===== src/rtl/ram_loader_if.sv =====
// CPU bus and boot-loader stream for ram_loader, bundled so both sides share one widths declaration.
// Handshake: a loader word moves on any rising edge where load_valid && load_ready; load_data/load_last must be stable while load_valid is high.
interface ram_loader_if #(
  parameter int DATA_WIDTH = 8,
  parameter int ADDR_WIDTH = 8
);
  logic [ADDR_WIDTH-1:0] addr;
  logic [DATA_WIDTH-1:0] data_in;
  logic [DATA_WIDTH-1:0] data_out;
  logic                  we;
  logic                  oe;
  logic                  load_valid;
  logic [DATA_WIDTH-1:0] load_data;
  logic                  load_last;
  logic                  load_ready;
  logic                  cpu_hold;
  logic [DATA_WIDTH-1:0] out_data;
  logic                  out_valid;

  modport master (
    output addr, data_in, we, oe, load_valid, load_data, load_last,
    input  data_out, load_ready, cpu_hold, out_data, out_valid
  );

  modport slave (
    input  addr, data_in, we, oe, load_valid, load_data, load_last,
    output data_out, load_ready, cpu_hold, out_data, out_valid
  );
endinterface


===== src/rtl/ram_loader.sv =====
// Word-addressed RAM with a boot loader that fills memory while the CPU is held,
// plus an optional memory-mapped output register.
module ram_loader #(
  parameter int                    DATA_WIDTH = 8,
  parameter int                    ADDR_WIDTH = 8,
  parameter int                    READ_REG   = 0,
  parameter logic [ADDR_WIDTH-1:0] OUT_ADDR   = {ADDR_WIDTH{1'b1}},
  parameter bit                    OUT_EN     = 1'b1
) (
  input  logic                  clk,
  input  logic                  reset,
  ram_loader_if.slave           bus,
  output logic                  fsm_state,
  output logic [ADDR_WIDTH-1:0] load_ptr
);
  localparam int DEPTH = 2 ** ADDR_WIDTH;

  localparam logic [0:0] LOAD = 1'b0;
  localparam logic [0:0] RUN  = 1'b1;

  logic [0:0]            state;
  logic [DATA_WIDTH-1:0] mem [DEPTH];
  logic [DATA_WIDTH-1:0] out_data_q;
  logic                  out_valid_q;
  logic [DATA_WIDTH-1:0] rd_data;
  logic [DATA_WIDTH-1:0] rd_src;
  logic                  load_xfer;
  logic                  ptr_at_end;
  logic                  out_hit;
  logic                  cpu_wr;
  logic                  mem_we;
  logic [ADDR_WIDTH-1:0] mem_addr;
  logic [DATA_WIDTH-1:0] mem_wdata;

  assign load_xfer  = (state == LOAD) && bus.load_valid;
  assign ptr_at_end = (load_ptr == {ADDR_WIDTH{1'b1}});
  assign out_hit    = OUT_EN && (bus.addr == OUT_ADDR);
  assign cpu_wr     = (state == RUN) && bus.we;

  // Loader and CPU never write in the same state, so one shared write port suffices.
  assign mem_we    = !reset && (load_xfer || (cpu_wr && !out_hit));
  assign mem_addr  = (state == LOAD) ? load_ptr : bus.addr;
  assign mem_wdata = (state == LOAD) ? bus.load_data : bus.data_in;

  always_ff @(posedge clk) begin
    if (reset) begin
      state       <= LOAD;
      load_ptr    <= '0;
      out_data_q  <= '0;
      out_valid_q <= 1'b0;
    end else begin
      out_valid_q <= 1'b0;
      if (load_xfer) begin
        if (bus.load_last || ptr_at_end)
          state <= RUN;
        // The pointer parks on the last word rather than wrapping to zero.
        if (!ptr_at_end)
          load_ptr <= load_ptr + 1'b1;
      end
      if (cpu_wr && out_hit) begin
        out_data_q  <= bus.data_in;
        out_valid_q <= 1'b1;
      end
    end
  end

  always_ff @(posedge clk) begin
    if (mem_we)
      mem[mem_addr] <= mem_wdata;
  end

  assign rd_src = out_hit ? out_data_q : mem[bus.addr];

  generate
    if (READ_REG != 0) begin : g_read_reg
      // Samples the source before this edge's write lands: read-before-write.
      always_ff @(posedge clk) begin
        if (reset)
          rd_data <= '0;
        else if ((state == RUN) && bus.oe)
          rd_data <= rd_src;
        else
          rd_data <= '0;
      end
    end else begin : g_read_comb
      always_comb begin
        rd_data = '0;
        if ((state == RUN) && bus.oe)
          rd_data = rd_src;
      end
    end
  endgenerate

  assign bus.data_out   = rd_data;
  assign bus.load_ready = (state == LOAD);
  assign bus.cpu_hold   = (state == LOAD);
  assign bus.out_data   = out_data_q;
  assign bus.out_valid  = out_valid_q;
  assign fsm_state      = state;
endmodule


===== src/flat_wrapper.sv =====
// flat-port wrapper written by rule: the top's interface ports become plain ports
module ram_loader_flat 
#(
  parameter int                    DATA_WIDTH = 8,
  parameter int                    ADDR_WIDTH = 8,
  parameter int                    READ_REG   = 0,
  parameter logic [ADDR_WIDTH-1:0] OUT_ADDR   = {ADDR_WIDTH{1'b1}},
  parameter bit                    OUT_EN     = 1'b1
)
  (clk, reset, fsm_state, load_ptr, bus_addr, bus_data_in, bus_we, bus_oe, bus_load_valid, bus_load_data, bus_load_last, bus_data_out, bus_load_ready, bus_cpu_hold, bus_out_data, bus_out_valid);
  ram_loader_if #(.DATA_WIDTH(DATA_WIDTH), .ADDR_WIDTH(ADDR_WIDTH)) bus_i ();
  input  logic clk;
  input  logic reset;
  output logic fsm_state;
  output logic [ADDR_WIDTH-1:0] load_ptr;
  input wire logic [$bits(bus_i.addr)-1:0] bus_addr;
  input wire logic [$bits(bus_i.data_in)-1:0] bus_data_in;
  input wire logic [$bits(bus_i.we)-1:0] bus_we;
  input wire logic [$bits(bus_i.oe)-1:0] bus_oe;
  input wire logic [$bits(bus_i.load_valid)-1:0] bus_load_valid;
  input wire logic [$bits(bus_i.load_data)-1:0] bus_load_data;
  input wire logic [$bits(bus_i.load_last)-1:0] bus_load_last;
  output wire logic [$bits(bus_i.data_out)-1:0] bus_data_out;
  output wire logic [$bits(bus_i.load_ready)-1:0] bus_load_ready;
  output wire logic [$bits(bus_i.cpu_hold)-1:0] bus_cpu_hold;
  output wire logic [$bits(bus_i.out_data)-1:0] bus_out_data;
  output wire logic [$bits(bus_i.out_valid)-1:0] bus_out_valid;
  assign bus_i.addr = bus_addr;
  assign bus_i.data_in = bus_data_in;
  assign bus_i.we = bus_we;
  assign bus_i.oe = bus_oe;
  assign bus_i.load_valid = bus_load_valid;
  assign bus_i.load_data = bus_load_data;
  assign bus_i.load_last = bus_load_last;
  assign bus_data_out = bus_i.data_out;
  assign bus_load_ready = bus_i.load_ready;
  assign bus_cpu_hold = bus_i.cpu_hold;
  assign bus_out_data = bus_i.out_data;
  assign bus_out_valid = bus_i.out_valid;
  ram_loader #(.DATA_WIDTH(DATA_WIDTH), .ADDR_WIDTH(ADDR_WIDTH), .READ_REG(READ_REG), .OUT_ADDR(OUT_ADDR), .OUT_EN(OUT_EN)) u_core (.clk(clk), .reset(reset), .bus(bus_i), .fsm_state(fsm_state), .load_ptr(load_ptr));
endmodule

===== config.mk =====
export PLATFORM = sky130hd
export DESIGN_NAME = ram_loader_flat
export DESIGN_NICKNAME = d
export VERILOG_FILES = /design/src/rtl/ram_loader_if.sv /design/src/rtl/ram_loader.sv /design/src/flat_wrapper.sv
export SDC_FILE = /design/constraint.sdc
export NUM_CORES = 2
export LEC_CHECK = 0
export BUFFER_PORTS_ARGS = -buffer_cell sky130_fd_sc_hd__buf_4
export CORE_ASPECT_RATIO = 2
export CORE_UTILIZATION = 63
export CTS_CLUSTER_SIZE = 24
export DETAILED_ROUTE_END_ITERATION = 10
export GPL_ROUTABILITY_DRIVEN = 0
export PLACE_DENSITY = 0.84
export SLEW_MARGIN = 10
export SYNTH_ARGS = -nofsm -noshare
export SYNTH_HDL_FRONTEND = slang
export SYNTH_SLANG_ARGS = --single-unit

===== constraint.sdc =====
create_clock -name clk -period 4.2 [get_ports clk]
set_input_delay 0.21 -clock clk [delete_from_list [all_inputs] [get_ports clk]]
set_output_delay 0.21 -clock clk [all_outputs]
set_load 0.02 [all_outputs]

# ---- After elaboration in Yosys (flattened, before gate mapping)
# Memories as Yosys holds them, arrays and structs flattened.
# Cells that the tools add are included.
dict set report totals {
  reg_bits 18
  ram_bits 2048
  input_bits 30
  output_inout_bits 28
  wordCells 29
  mem_count 1
}
# name words word_bits read_ports rd_ports_with_merged_regs wr line
set mem_list {}
lappend mem_list {u_core.mem 256 8 1 0 1 ram_loader.sv:22} ;# logic [DATA_WIDTH-1:0] mem [DEPTH];
dict set report op_classes {
  addsub 1
  eq_ne 2
  n_mux 7
  bitwise 2
  n_reduce_logical 12
}
# operator count
set ops {}
lappend ops {{$mux 8} 4}
lappend ops {{$eq 8x8->1 const B} 2}
lappend ops {{$add 8x1->8 const B} 1}
lappend ops {{$logic_and 1x1->1} 6}
lappend ops {{$reduce_and 2->1} 2}
lappend ops {{$mux 1} 3}
lappend ops {{$logic_not 1->1} 2}
lappend ops {{$logic_or 1x1->1} 2}
lappend ops {{$not 1->1} 2}

# ---- Logic depth before layout (Yosys ltp)
dict set report logic_depth {
  word_depth 7
  ltp_mapped 13
  mapped_depth_nobuf 8
}

# ---- Worst setup path before layout
# OpenSTA, ideal clock, no wires.
dict set report synth_path {
  kind {flip-flop to flip-flop}
  start {register u_core.state (netlist: u_core.fsm_state)}
  end {memory u_core.mem[0][0], data pin}
  t_arrival_ns 2.991
  required_ns 3.644
  slack_ns 0.654
  path_stages_with_launch 4
  period_less_slack_ns 3.546
  path_cell_list {dfxtp_1 -> clkbuf_1 -> buf_1 -> mux2_2}
}
dict set report synth_via {
  elab_chain_len 1
}
# item line
set synth_lines {}
lappend synth_lines {{start: declaration} ram_loader.sv:21} ;# logic [0:0] state;
lappend synth_lines {{start signal: assignment} ram_loader.sv:47} ;# state <= LOAD;
lappend synth_lines {{start signal: assignment} ram_loader.sv:55} ;# state <= RUN;
lappend synth_lines {{$mux 8} ram_loader.sv:43} ;# assign mem_wdata = (state == LOAD) ? bus.load_data : bus.data_in;
lappend synth_lines {{net u_core.mem_wdata[0]} ram_loader.sv:33} ;# logic [DATA_WIDTH-1:0] mem_wdata;
lappend synth_lines {{end: declaration} ram_loader.sv:22}
# The timed path passes the listed nets, and every way through them passes these cells.

# ---- Worst setup path in the final report
dict set report layout_path {
  start {memory u_core.mem[160][7]}
  end {output bus_data_out[7]}
}
dict set report layout_via {
  elab_chain_len 3
}
# item line
set layout_lines {}
lappend layout_lines {{$mem_v2 256x8} n/a}
lappend layout_lines {{$mux 8} ram_loader.sv:72} ;# assign rd_src = out_hit ? out_data_q : mem[bus.addr];
lappend layout_lines {{$mux 8} ram_loader.sv:88} ;# if ((state == RUN) && bus.oe)
lappend layout_lines {{end: declaration} flat_wrapper.sv:23} ;# output wire logic [$bits(bus_i.data_out)-1:0] bus_data_out;
# Every way passes these cells.

==> impl_table.tex <==
\begin{tabular}{lr}
\hline
Metric & Value \\
\hline
\multicolumn{2}{l}{\textbf{Status}} \\
\quad Run status & finished with violations \\
\quad Violations in the final reports & negative setup slack \\
\multicolumn{2}{l}{\textbf{Floorplan}} \\
\quad IO Pins & 58 \\
\quad Vertical die dimension & roughly 510 um \\
\quad Horizontal die dimension & about 260 um \\
\quad Die ar. & between 0.1 and 0.15 mm2 \\
\quad Core Region & between 0.1 and 0.15 mm2 \\
\quad Standard-cell rows & 185 \\
\quad Effective utilization at floorplan & 0.635 \\
\multicolumn{2}{l}{\textbf{Critical path}} \\
\quad Number of cells on the critical path & 9 \\
\quad Startpoint of the lowest-slack register-to-register path & u\_core.fsm\_state\$\_SDFFE\_PP0P\_ \\
\quad Endpoint of the lowest-slack register-to-register path & u\_core.mem[252][1]\$\_DFFE\_PP\_ \\
\quad CP most frequent cell & sky130\_fd\_sc\_hd\_\_buf\_4 \\
\quad Register-to-Register Setup Slack & 0.63 ns \\
\quad Critical Setup Path Class & reg -> out \\
\quad Number of cells traversed by the worst register-to-register path & 5 \\
\quad Crit path launch & u\_core.mem[160][7]\$\_DFFE\_PP\_ \\
\quad Crit end category & output pin \\
\quad Cell at the slowest stage of the critical path & sky130\_fd\_sc\_hd\_\_a2111oi\_2 \\
\quad Cells along the critical path & mux4\_2 -> and2\_1 -> a2111oi\_2 -> buf\_4 -> a311oi\_1 -> o311ai\_1 -> nor3\_1 -> a221o\_1 -> buf\_4 \\
\quad Startpoint class of the critical path & register \\
\quad Critical path endpoint & bus\_data\_out[7] \\
\quad Arrival time at the worst endpoint & 4.04 ns \\
\quad Critical path data required time & $\sim$4.0 ns \\
\quad Crit path buf inv count & 2 \\
\quad Crit-path max cell delay & 0.77 ns \\
\quad Max FO, Critical Path & 1 \\
\quad Cell class contributing the biggest share of worst-path delay & compound AO/OA/AOI/OAI gates \\
\multicolumn{2}{l}{\textbf{Synth}} \\
\quad Register area share after synthesis & 0.767 \\
\quad Share of synthesized area spent on multiplexers & 0.158 \\
\quad Average cell area after synthesis & 20.7 um2 \\
\quad Most frequently used flop master after synthesis & sky130\_fd\_sc\_hd\_\_edfxtp\_1 \\
\quad Async set or reset register ratio after synthesis & 0 \\
\quad Cell with the most instances after synthesis & sky130\_fd\_sc\_hd\_\_edfxtp\_1 \\
\quad Cell types occupying the most area after synthesis & sky130\_fd\_sc\_hd\_\_edfxtp\_1 (76\%), sky130\_fd\_sc\_hd\_\_mux4\_2 (12\%), sky130\_fd\_sc\_hd\_\_mux2i\_1 (3.4\%), sky130\_fd\_sc\_hd\_\_nor2\_1 (1.4\%), sky130\_fd\_sc\_hd\_\_o221ai\_1 (1.3\%) \\
\quad Post-synthesis instance area & 0.0807 mm2 \\
\quad Yosys warning total & 0 \\
\quad Most common library cells after synthesis & sky130\_fd\_sc\_hd\_\_edfxtp\_1 (2048), sky130\_fd\_sc\_hd\_\_mux4\_2 (438), sky130\_fd\_sc\_hd\_\_nor2\_1 (308) \\
\quad Post-Syn Nets & between 3000 and 4000 \\
\quad Number of enable flip-flop cells after synthesis & just over 2000 \\
\quad Top cell type's share of synthesized area & 0.762 \\
\quad Post-synth cell types & between 50 and 60 \\
\quad Synthesized flop and latch total & roughly 2100 \\
\quad Post-Synth XOR/XNOR Area & 0.000760 \\
\quad Area fraction in and, or, nand and nor cells after synthesis & 0.0250 \\
\quad Synthesized-area fraction occupied by adder cells & 0.000155 \\
\quad Cell accounting for the most synthesized area & sky130\_fd\_sc\_hd\_\_edfxtp\_1 \\
\quad Share of the synthesized area in compound gates (AO/OA/AOI/OAI) & 0.0322 \\
\quad Main combinational cell family by area after synthesis & multiplexers \\
\quad Number of instances in the synthesized netlist & 3891 \\
\multicolumn{2}{l}{\textbf{Pwr}} \\
\quad Pwr Density & approximately 460 mW/mm2 \\
\quad Relative contribution of the clock network to total power & 0.374 \\
\quad Logic gate share of total power & 0.064 \\
\quad Peak ir drop on the vdd network & between 0.3 and 0.4 mV \\
\quad Internal portion of total power & between 0.03 and 0.04 W \\
\quad Leakage dissipation & 28.2 nW \\
\quad Sequential share of power & 0.562 \\
\quad Share of total power consumed by net switching & 0.222 \\
\quad Switching Power & 0.00905 W \\
\multicolumn{2}{l}{\textbf{Timing}} \\
\quad Final setup skew & around 0.028 ns \\
\quad Fmax achieved & roughly 240 MHz \\
\quad Slew @ Worst Pin & around 1.3 ns \\
\quad Hold violation total from the final report & 0 \\
\quad Share of the clock period used by the worst path after layout & 1.01 \\
\quad Relative slew slack & 0.137 \\
\quad Final setup fails & 3 \\
\quad Max-slew violation total from the final report & 0 \\
\quad RSZ-0062 raised after global routing & false \\
\quad PnR worst setup slack & -0.0486 ns \\
\quad Hold Slack & between 0.1 and 0.15 ns \\
\quad Min Tclk post-route & 4.25 ns \\
\multicolumn{2}{l}{\textbf{Clocking}} \\
\quad CTS tree & done \\
\quad Clock transition at the register clock pins on the worst setup and hold paths after CTS & 0.07 ns \\
\quad Clk buf depth & 3 \\
\quad Number of buffers inserted to repair setup after CTS & 0 \\
\quad Number of buffers inserted during clock tree synthesis & around 160 \\
\quad H-tree depth reported by CTS & 4 \\
\quad Clk Tree Root Cell & sky130\_fd\_sc\_hd\_\_clkbuf\_16 \\
\quad Clock insertion delay at the later pin of the skew report & 0.81 ns \\
\quad \# clock sinks & just over 2000 \\
\multicolumn{2}{l}{\textbf{GRT}} \\
\quad Sum of overflow across all layers after global routing & 0 \\
\quad Largest net degree at the start of global routing & $\sim$130 \\
\quad Overall routing resource usage & 0.360 \\
\quad First-pass GRT wire length & roughly 320000 um \\
\quad Initial antenna violation count & 13 \\
\quad Vias in the first global route & 44700 \\
\multicolumn{2}{l}{\textbf{Final layout}} \\
\quad Share of the core filled with cells & 0.703 \\
\quad Share of final-layout standard cells stronger than drive strength 1 & 0.229 \\
\quad Fillers & 6700 \\
\quad Nets & $\sim$4100 \\
\quad Synth-to-layout area growth & 10.8\% \\
\quad Non-Filler Instances & 5916 \\
\multicolumn{2}{l}{\textbf{Routing}} \\
\quad First-pass detailed-route iteration total & 8 \\
\quad First-iteration detailed-routing DRC count & 7083 \\
\quad Highest Signal Layer & met5 \\
\quad Post-route antenna net violation count & 0 \\
\quad Total DRC errors in the routed layout & 0 \\
\quad Final wirelength & around 230000 um \\
\quad Met3 wirelength from detailed routing & $\sim$27000 um \\
\quad Number of vias after detailed routing & about 44000 \\
\quad Average via count per standard cell & roughly 7.4 \\
\quad Detail Route met2 WL & approximately 110000 um \\
\quad Wirelength per Cell & 38.5 um \\
\quad WL met1 & approximately 64000 um \\
\multicolumn{2}{l}{\textbf{Worst hold path}} \\
\quad Classification of the worst-slack hold path & in -> reg \\
\quad Number of cells on the worst hold path & 3 \\
\multicolumn{2}{l}{\textbf{Placed design}} \\
\quad Post-placement cell count & roughly 5600 \\
\quad Number of buffers inserted by port buffering & 57 \\
\quad Detailed Place HPWL & 135000 um \\
\quad Setup slack at placement & -0.115 ns \\
\multicolumn{2}{l}{\textbf{Run}} \\
\quad Number of max-capacitance violations reported & 0 \\
\hline
\end{tabular}
cell usage in the layout, fill, tap and decap left out, types with 7 or more instances in the layout:
master                          instances
sky130_fd_sc_hd__edfxtp_1            2048
sky130_fd_sc_hd__mux4_2               438
sky130_fd_sc_hd__nor2_1               307
sky130_fd_sc_hd__mux2i_1              271
sky130_fd_sc_hd__buf_4                226
sky130_fd_sc_hd__clkbuf_16            164
sky130_fd_sc_hd__o221ai_1             120
sky130_fd_sc_hd__o22ai_1               80
sky130_fd_sc_hd__nand2_1               75
sky130_fd_sc_hd__a21oi_1               69
sky130_fd_sc_hd__nor3_1                44
sky130_fd_sc_hd__clkinv_1              40
sky130_fd_sc_hd__buf_12                32
sky130_fd_sc_hd__clkinv_2              27
sky130_fd_sc_hd__clkbuf_1              23
sky130_fd_sc_hd__o21ai_0               21
sky130_fd_sc_hd__dlygate4sd3_1         20
sky130_fd_sc_hd__dfxtp_1               17
sky130_fd_sc_hd__nand3_1               15
sky130_fd_sc_hd__bufinv_16             12
sky130_fd_sc_hd__nor2b_1               10
sky130_fd_sc_hd__mux2_2                10
sky130_fd_sc_hd__a211oi_1               9
sky130_fd_sc_hd__clkinvlp_4             9
sky130_fd_sc_hd__mux2_8                 8
sky130_fd_sc_hd__inv_6                  8
sky130_fd_sc_hd__and2_1                 8
sky130_fd_sc_hd__o32ai_1                8
sky130_fd_sc_hd__a221o_1                8
sky130_fd_sc_hd__a311oi_1               7
sky130_fd_sc_hd__or3_1                  7
area by class of cell:
type                            instances  area [um2]  area share
Inverter                                6        27.5    0.000308
Clock buffer                          187        4190      0.0469
Antenna cell                            6        15.0    0.000168
Sequential cell                      2066       61900       0.692
Timing Repair Buffer                  280        2560      0.0287
Clock inverter                        105         918      0.0103
Multi-Input combinational cell       1583       17700       0.198
Tap cell                             1683        2110      0.0236
power by group through the flow:
stage	clock, W	sequential, W	combinational, W
floorplan	0	0.0234	0.00140
global placement	0	0.0233	0.00236
detailed placement	0	0.0233	0.00244
CTS	0.0152	0.0229	0.00250
global route	0.0158	0.0229	0.00263
finish	0.0152	0.0229	0.00261
worst register-to-register path, delay by kind of cell, from the launching register on:
family          cells  cell delay [ns]
simple gates        2             1.25
compound gates      1             0.69
flops               1             0.49
buf+inv             2             0.75
state kept, by name (all words and copies together), names as in the netlist:
| signal | cells |
|---|---|
| u_core.bus.out_data | 8 |
| u_core.bus.out_valid | 1 |
| u_core.fsm_state | 1 |
| u_core.load_ptr | 8 |
| u_core.mem | 2048 |
layer usage:
metal  GRT usage  up-vias
met4       0.294       12
li1            -    16600
met2       0.592     4214
met1       0.391    21900
met3      0.0927     1190
met5           0        -
kinds of logic after synthesis:
logic type | count (synthesis)
muxes | 727
AOI/OAI and AO/OA | 360
xor gates and xnor gates | 7
buffers and inverters | 242
DFF | 2066
and+or+nand+nor | 488
adders and majority gates | 1
through the flow:
| step | power [W] | area [um2] | TNS [ns] |
|---|---|---|---|
| 2_1_floorplan | 0.0248 | 80700 | 0 |
| 3_3_place_gp | 0.0257 | 84000 | -0.158 |
| 3_5_place_dp | 0.0258 | 84000 | -0.132 |
| 4_1_cts | 0.0406 | 89300 | 0 |
| 5_1_grt | 0.0413 | 89300 | 0 |
| 6_report | 0.0407 | 89400 | -0.0907 |
worst min-delay path by stage:
stage	from	to	slack (ns)
6_report	bus_we	u_core.bus.out_valid$_SDFF_PP0_	0.13
3_5_place_dp	bus_data_in[6]	u_core.bus.out_data[6]$_SDFFE_PP0P_	0.47
3_3_place_gp	bus_data_in[2]	u_core.bus.out_data[2]$_SDFFE_PP0P_	0.46
2_1_floorplan	bus_data_in[0]	u_core.bus.out_data[0]$_SDFFE_PP0P_	0.35
5_1_grt	bus_we	u_core.bus.out_valid$_SDFF_PP0_	0.13
4_1_cts	bus_we	u_core.bus.out_valid$_SDFF_PP0_	0.03
repair_timing:
action                                 in CTS  in global routing
pin swaps                                   0                  1
gates resized for setup                     9                  9
setup endpoints to repair                   7                  8
hold buffers                               20                  0
cloned                                      0                  0
endpoints found under the hold margin      18                  0
Power figures use the tool's default switching activity.
